**config.mk**
```make
export PLATFORM = sky130hd
export DESIGN_NAME = j1_uart_loader
export DESIGN_NICKNAME = d
export VERILOG_FILES = /design/src/rtl/j1_uart_loader.sv
export SDC_FILE = /design/constraint.sdc
export NUM_CORES = 1
export LEC_CHECK = 0
export CORE_MARGIN = 3
export CORE_UTILIZATION = 50
export CTS_CLUSTER_SIZE = 24
export DETAILED_ROUTE_END_ITERATION = 7
export GPL_TIMING_DRIVEN = 0
export PLACE_DENSITY = 0.69
export SYNTH_ARGS = -nofsm -noshare
export SYNTH_HDL_FRONTEND = slang
export SYNTH_SLANG_ARGS = --single-unit
```
**constraint.sdc**
```tcl
create_clock -name sys_clk_i -period 3.1 [get_ports sys_clk_i]
set_input_delay 0.31 -clock sys_clk_i [delete_from_list [all_inputs] [get_ports sys_clk_i]]
set_output_delay 0.31 -clock sys_clk_i [all_outputs]
set_load 0.01 [all_outputs]
```
**src/rtl/j1_uart_loader.sv**
```systemverilog
// rtl/j1_uart_loader.sv - UART boot loader writing a checksummed program image into J1 instruction memory
module j1_uart_loader #(
    parameter int DIVISOR       = 434,
    parameter int TIMEOUT_BITS  = 1024,
    parameter bit HOLD_AT_RESET = 1'b1
) (
    input  logic        sys_clk_i,
    input  logic        sys_rst_i,
    input  logic        uart_rx_i,
    output logic [15:0] pgm_addr,
    output logic [15:0] pgm_data,
    output logic        pgm_we,
    output logic        cpu_rst_o,
    output logic        load_busy_o,
    output logic        load_done_o,
    output logic        load_err_o
);
    localparam int CW   = $clog2(DIVISOR);
    localparam int TLIM = TIMEOUT_BITS * DIVISOR;
    localparam int TW   = $clog2(TLIM + 1);

    typedef enum logic [1:0] {R_IDLE, R_START, R_DATA, R_STOP} rx_state_t;
    typedef enum logic [2:0] {S_IDLE, S_CNT_H, S_CNT_L, S_DAT_H, S_DAT_L, S_SUM_H, S_SUM_L} state_t;

    logic            rx_s1, rx_s2, rx_s3;
    rx_state_t       rx_state;
    logic [CW-1:0]   rx_cnt;
    logic [2:0]      rx_bit;
    logic [7:0]      rx_shift;
    logic            byte_v, frm_err;

    always_ff @(posedge sys_clk_i) begin
        if (sys_rst_i) begin
            {rx_s3, rx_s2, rx_s1} <= 3'b111;
            rx_state <= R_IDLE;
            rx_cnt   <= '0;
            rx_bit   <= '0;
            rx_shift <= '0;
            byte_v   <= 1'b0;
            frm_err  <= 1'b0;
        end else begin
            {rx_s3, rx_s2, rx_s1} <= {rx_s2, rx_s1, uart_rx_i};
            byte_v  <= 1'b0;
            frm_err <= 1'b0;
            case (rx_state)
                R_IDLE: if (rx_s3 && !rx_s2) begin
                    rx_state <= R_START;
                    rx_cnt   <= '0;
                end
                R_START: if (rx_cnt == CW'(DIVISOR / 2 - 1)) begin
                    // line back high at mid start bit means a glitch, not a character
                    rx_cnt   <= '0;
                    rx_bit   <= '0;
                    rx_state <= rx_s2 ? R_IDLE : R_DATA;
                end else begin
                    rx_cnt <= rx_cnt + CW'(1);
                end
                R_DATA: if (rx_cnt == CW'(DIVISOR - 1)) begin
                    rx_cnt   <= '0;
                    rx_shift <= {rx_s2, rx_shift[7:1]};
                    rx_bit   <= rx_bit + 3'd1;
                    if (rx_bit == 3'd7) rx_state <= R_STOP;
                end else begin
                    rx_cnt <= rx_cnt + CW'(1);
                end
                default: if (rx_cnt == CW'(DIVISOR - 1)) begin
                    rx_cnt   <= '0;
                    rx_state <= R_IDLE;
                    byte_v   <= rx_s2;
                    frm_err  <= !rx_s2;
                end else begin
                    rx_cnt <= rx_cnt + CW'(1);
                end
            endcase
        end
    end

    state_t        state, state_n;
    logic [7:0]    hi_byte;
    logic [15:0]   n_words, word_cnt, next_addr, acc;
    logic [TW-1:0] tmr;
    logic [15:0]   word;
    logic          abort_ev, oversize, last_word, sum_ok;
    logic          do_start, do_write, do_done, do_err;

    // hi_byte always holds the previous byte, so word is the pair just completed
    assign word      = {hi_byte, rx_shift};
    assign abort_ev  = (state != S_IDLE) && (frm_err || tmr == TW'(TLIM - 1));
    assign oversize  = word > 16'd8192;
    assign last_word = (word_cnt + 16'd1) == n_words;
    assign sum_ok    = word == acc;

    always_ff @(posedge sys_clk_i) begin
        if (sys_rst_i) state <= S_IDLE;
        else           state <= state_n;
    end

    always_comb begin
        state_n = state;
        if (abort_ev) begin
            state_n = S_IDLE;
        end else if (byte_v) begin
            case (state)
                S_IDLE:  if (rx_shift == 8'h55) state_n = S_CNT_H;
                S_CNT_H: state_n = S_CNT_L;
                S_CNT_L: state_n = oversize ? S_IDLE : (word == 16'd0 ? S_SUM_H : S_DAT_H);
                S_DAT_H: state_n = S_DAT_L;
                S_DAT_L: state_n = last_word ? S_SUM_H : S_DAT_H;
                S_SUM_H: state_n = S_SUM_L;
                default: state_n = S_IDLE;
            endcase
        end
    end

    always_comb begin
        do_start = 1'b0;
        do_write = 1'b0;
        do_done  = 1'b0;
        do_err   = abort_ev;
        if (!abort_ev && byte_v) begin
            case (state)
                S_IDLE:  do_start = rx_shift == 8'h55;
                S_CNT_L: do_err   = oversize;
                S_DAT_L: do_write = 1'b1;
                S_SUM_L: begin
                    do_done = sum_ok;
                    do_err  = !sum_ok;
                end
                default: ;
            endcase
        end
    end

    always_ff @(posedge sys_clk_i) begin
        if (sys_rst_i) begin
            hi_byte     <= '0;
            n_words     <= '0;
            word_cnt    <= '0;
            next_addr   <= '0;
            acc         <= '0;
            tmr         <= '0;
            pgm_addr    <= '0;
            pgm_data    <= '0;
            pgm_we      <= 1'b0;
            cpu_rst_o   <= HOLD_AT_RESET;
            load_busy_o <= 1'b0;
            load_done_o <= 1'b0;
            load_err_o  <= 1'b0;
        end else begin
            pgm_we      <= do_write;
            load_busy_o <= state_n != S_IDLE;
            tmr         <= (state == S_IDLE || byte_v) ? '0 : tmr + TW'(1);
            if (byte_v) hi_byte <= rx_shift;
            if (state == S_CNT_L && byte_v) n_words <= word;
            if (do_start) begin
                cpu_rst_o   <= 1'b1;
                load_done_o <= 1'b0;
                load_err_o  <= 1'b0;
                word_cnt    <= '0;
                next_addr   <= '0;
                acc         <= '0;
            end
            if (do_write) begin
                pgm_addr  <= next_addr;
                pgm_data  <= word;
                next_addr <= next_addr + 16'd2;
                word_cnt  <= word_cnt + 16'd1;
                acc       <= acc ^ word;
            end
            if (do_done) begin
                load_done_o <= 1'b1;
                cpu_rst_o   <= 1'b0;
            end
            if (do_err) begin
                load_err_o <= 1'b1;
                cpu_rst_o  <= 1'b1;
            end
        end
    end
endmodule

```
==> results of run 1 <==
==> cells by family (layout without fill, tap and decap cells) <==
family	count (synthesis)	in the layout	synth area share, %
compound gates	169	169	14.7
mux	48	48	6.65
buf+inv	84	153	6.02
other cells	1	1	0.0519
flops	156	156	43.2
fa+ha+maj	8	8	1.38
simple gates	290	290	20.0
xor+xnor	66	66	8.00
==> registers in the layout, summed over array words and instances (netlist names), 2 cells and up <==
name and flops:
tmr 19, acc 16, n_words 16, pgm_data 16
word_cnt 16, next_addr 15, pgm_addr 15, rx_cnt 9
hi_byte 8, rx_shift 8, rx_bit 3, state 3
rx_state 2
==> synth_stat cells (all sizes together) (6+ instances only) <==
library cell,n
xor2,18
or3,10
dfxtp,156
nor3b,10
nand2,58
nor2,98
a21oi,71
a31oi,12
mux2i,48
ha,8
clkbuf,25
buf,38
o21a,17
nand4,17
nand2b,6
o21ai,30
nor4,15
or2,6
nor3,8
inv,21
and3,8
a22o,8
nand3,35
xnor2,48
==> metrics by stage <==
| step | instance area [um^2] | setup WS [ns] | hold WS, ns | total power, uW | instances |
|---|---|---|---|---|---|
| 6_report | 8410 | 0.347 | 0.410 | 4180 | 1071 |
| 5_1_grt | 8410 | 0.154 | 0.426 | 4310 | 1071 |
| 4_1_cts | 8410 | 0.367 | 0.411 | 4200 | 1071 |
| 3_5_place_dp | 7820 | 0.393 | 0.396 | 2150 | 1039 |
| 3_3_place_gp | 7820 | 0.413 | 0.397 | 2140 | 1039 |
| 2_1_floorplan | 7230 | 0.884 | 0.389 | 2120 | 822 |
==> final cells by class <==
type / instances / area [um^2] / area share [%]
timing repair buffer: 37 / 370 / 4.41
tap: 180 / 225 / 2.68
sequential: 156 / 3120 / 37.2
clock buffer: 20 / 437 / 5.20
multi-input combinational: 582 / 3670 / 43.7
buffer: 63 / 357 / 4.24
inverter: 21 / 78.8 / 0.938
clock inverter: 12 / 145 / 1.73
==> power by group <==
group	internal [uW]	total [uW]	switching [uW]
Clock	1260	2070	814
Sequential	2010	2020	5.56
Combinational	28.3	87.1	58.9
Total	3300	4180	878
==> metal layers <==
layer	track usage (%)	vias up	share of wire (%)
li1	-	2976	-
met1	29.0	2864	47
met2	36.0	135	48
met3	5.17	25	4.0
met4	6.50	0	1.7
met5	0	-	0
==> worst register-to-register path, delay by kind of cell (launching register included) <==
kind                     cells  cell delay, ns
XOR/XNOR                     1            0.18
AND/OR/NAND/NOR              4            1.39
buffers and inverters        1            0.16
adder cells (fa/ha/maj)      1            0.33
AO/OA/AOI/OAI                1            0.12
flip-flops                   1            0.44
==> final timing paths <==
kind / startpoint / end / slack (ns) / cells after the start
worst min register to register: rx_s1 / rx_s2 / 0.41 / 1
worst max register to register: word_cnt[0] / state[1] / 0.35 / 8
worst max-delay path: word_cnt[0] / state[1] / 0.35 / 8
worst min-delay path: rx_s1 / rx_s2 / 0.41 / 1
==> cell usage in the layout (no fill, tap or decap), types with 17 or more instances in the layout <==
cell | netlist | final
nor2_1 | 98 | 98
xnor2_1 | 48 | 48
o21ai_0 | 28 | 28
clkdlybuf4s50_1 | 0 | 37
nand3_1 | 33 | 33
clkbuf_1 | 25 | 28
a21oi_1 | 71 | 71
clkbuf_16 | 0 | 17
nand2_1 | 57 | 57
inv_1 | 20 | 20
buf_2 | 29 | 29
xor2_1 | 18 | 18
o21a_1 | 17 | 17
dfxtp_1 | 156 | 156
mux2i_1 | 48 | 48
==> results.json, run 1 <==
{
  "yosys-top-cells-area": "dfxtp_1 (43%), mux2i_1 (6.6%), xnor2_1 (5.8%)",
  "cts_buffer_depth": 2,
  "ant_nets": 0,
  "skew_ns": 0.00878,
  "worst-path-buf-inv": 1,
  "crit_family": "simple AND/OR/NAND/NOR gates",
  "area_growth_pct": 16.3,
  "synth_cell_types": 62,
  "antenna_found_initial": 0,
  "dp_hpwl_um": 12000,
  "synth-edff-count": 0,
  "cap_violations": 0,
  "avgSynthCellArea_um2": 8.79,
  "clock-root-buffer": "clkbuf_16",
  "fill_cells": 1219,
  "crit_arrival_ns": 3.04,
  "power_leakage_uw": 0.00324,
  "worstSetupStartpointType": "flip-flop",
  "worstMarginPinSlew_ns": 0.800,
  "avgViaCountPerCell": 5.60,
  "core_um2": 14000,
  "drc": 0,
  "rows": 43,
  "fmax_mhz": 363,
  "dieArea_um2": 15900,
  "start_util_pct": 51.7,
  "syn_nets": 833,
  "critPathRequiredTime_ns": 3.38,
  "cts_made_buffers": 17,
  "cts_hold_buf": 0,
  "grt_max_degree": 17,
  "async_flop_share_pct": 0,
  "worstPathMaxFanout": 10,
  "cts_resized": 0,
  "yosysSeqAreaShare_pct": 43.2,
  "setup_viol_count_final": 0,
  "hold_violations": 0,
  "dieWidth_um": 126,
  "first_iter_violations": 517,
  "synth_ff_type": "dfxtp_1",
  "fin_nets": 889,
  "worst_path_largest_cell_delay_ns": 0.54,
  "status": "finished clean",
  "clk_pin_slew_ns": 0.06,
  "wl_per_cell_um": 16.1,
  "peakVddDrop_mv": 0.349,
  "relSlewSlack_pct": 46.5,
  "slowest_stage": "or4_1",
  "hp-class": "flip-flop to flip-flop",
  "yosysTopAreaCell": "dfxtp_1",
  "slew_violations": 0,
  "ys_seq_elements": 156,
  "insertion_delay_ns": 0.42,
  "cts_tree": "yes",
  "routed_wl_um": 17200,
  "period_minus_slack_ns": 2.75,
  "grt_usage_pct": 21.9,
  "overflow": 0,
  "yosysTopAreaCellShare_pct": 43.2,
  "rsz0062_at_grt": "no",
  "io_pins": 40,
  "num_antenna_cells": 0,
  "ys_warn_count": 0,
  "globalplace.congestion": 0.840,
  "netlist_instances": 822,
  "cts_sinks": 156,
  "vias": 6000,
  "htreeDepth": 4,
  "first_pass_iters": 5,
  "cp-end-kind": "flip-flop",
  "die_h_um": 126,
  "fin_tns_setup_ns": 0,
  "final_layout_size_suffix_gt1_share_pct": 9.43,
  "path_cells": "ha_1, nand3_2, or4_1, buf_2, xnor2_1, nand4_1, nor4b_2, a21oi_1",
  "power_density_nw_per_um2": 497,
  "path_class": "flip-flop to flip-flop",
  "synthesis.area_um2": 7230,
  "grt_pass1_wl_um": 28600,
  "fin_util_pct": 60.1,
  "cts_setup_buffers": 0,
  "portBuffers": 37,
  "grt_pass1_vias": 5849,
  "final.period_utilization_pct": 88.8
}
Power figures use the tool's default switching activity.
==> run 2, diff against run 1 <==
==> constraint.sdc (replaced) <==
create_clock -name sys_clk_i -period 3.1 [get_ports sys_clk_i]
set_input_delay 0.62 -clock sys_clk_i [delete_from_list [all_inputs] [get_ports sys_clk_i]]
set_output_delay 0.62 -clock sys_clk_i [all_outputs]
set_load 0.01 [all_outputs]
==> results of run 2 <==
No change in the layout: final DEF, timing and power equal those of run 1.
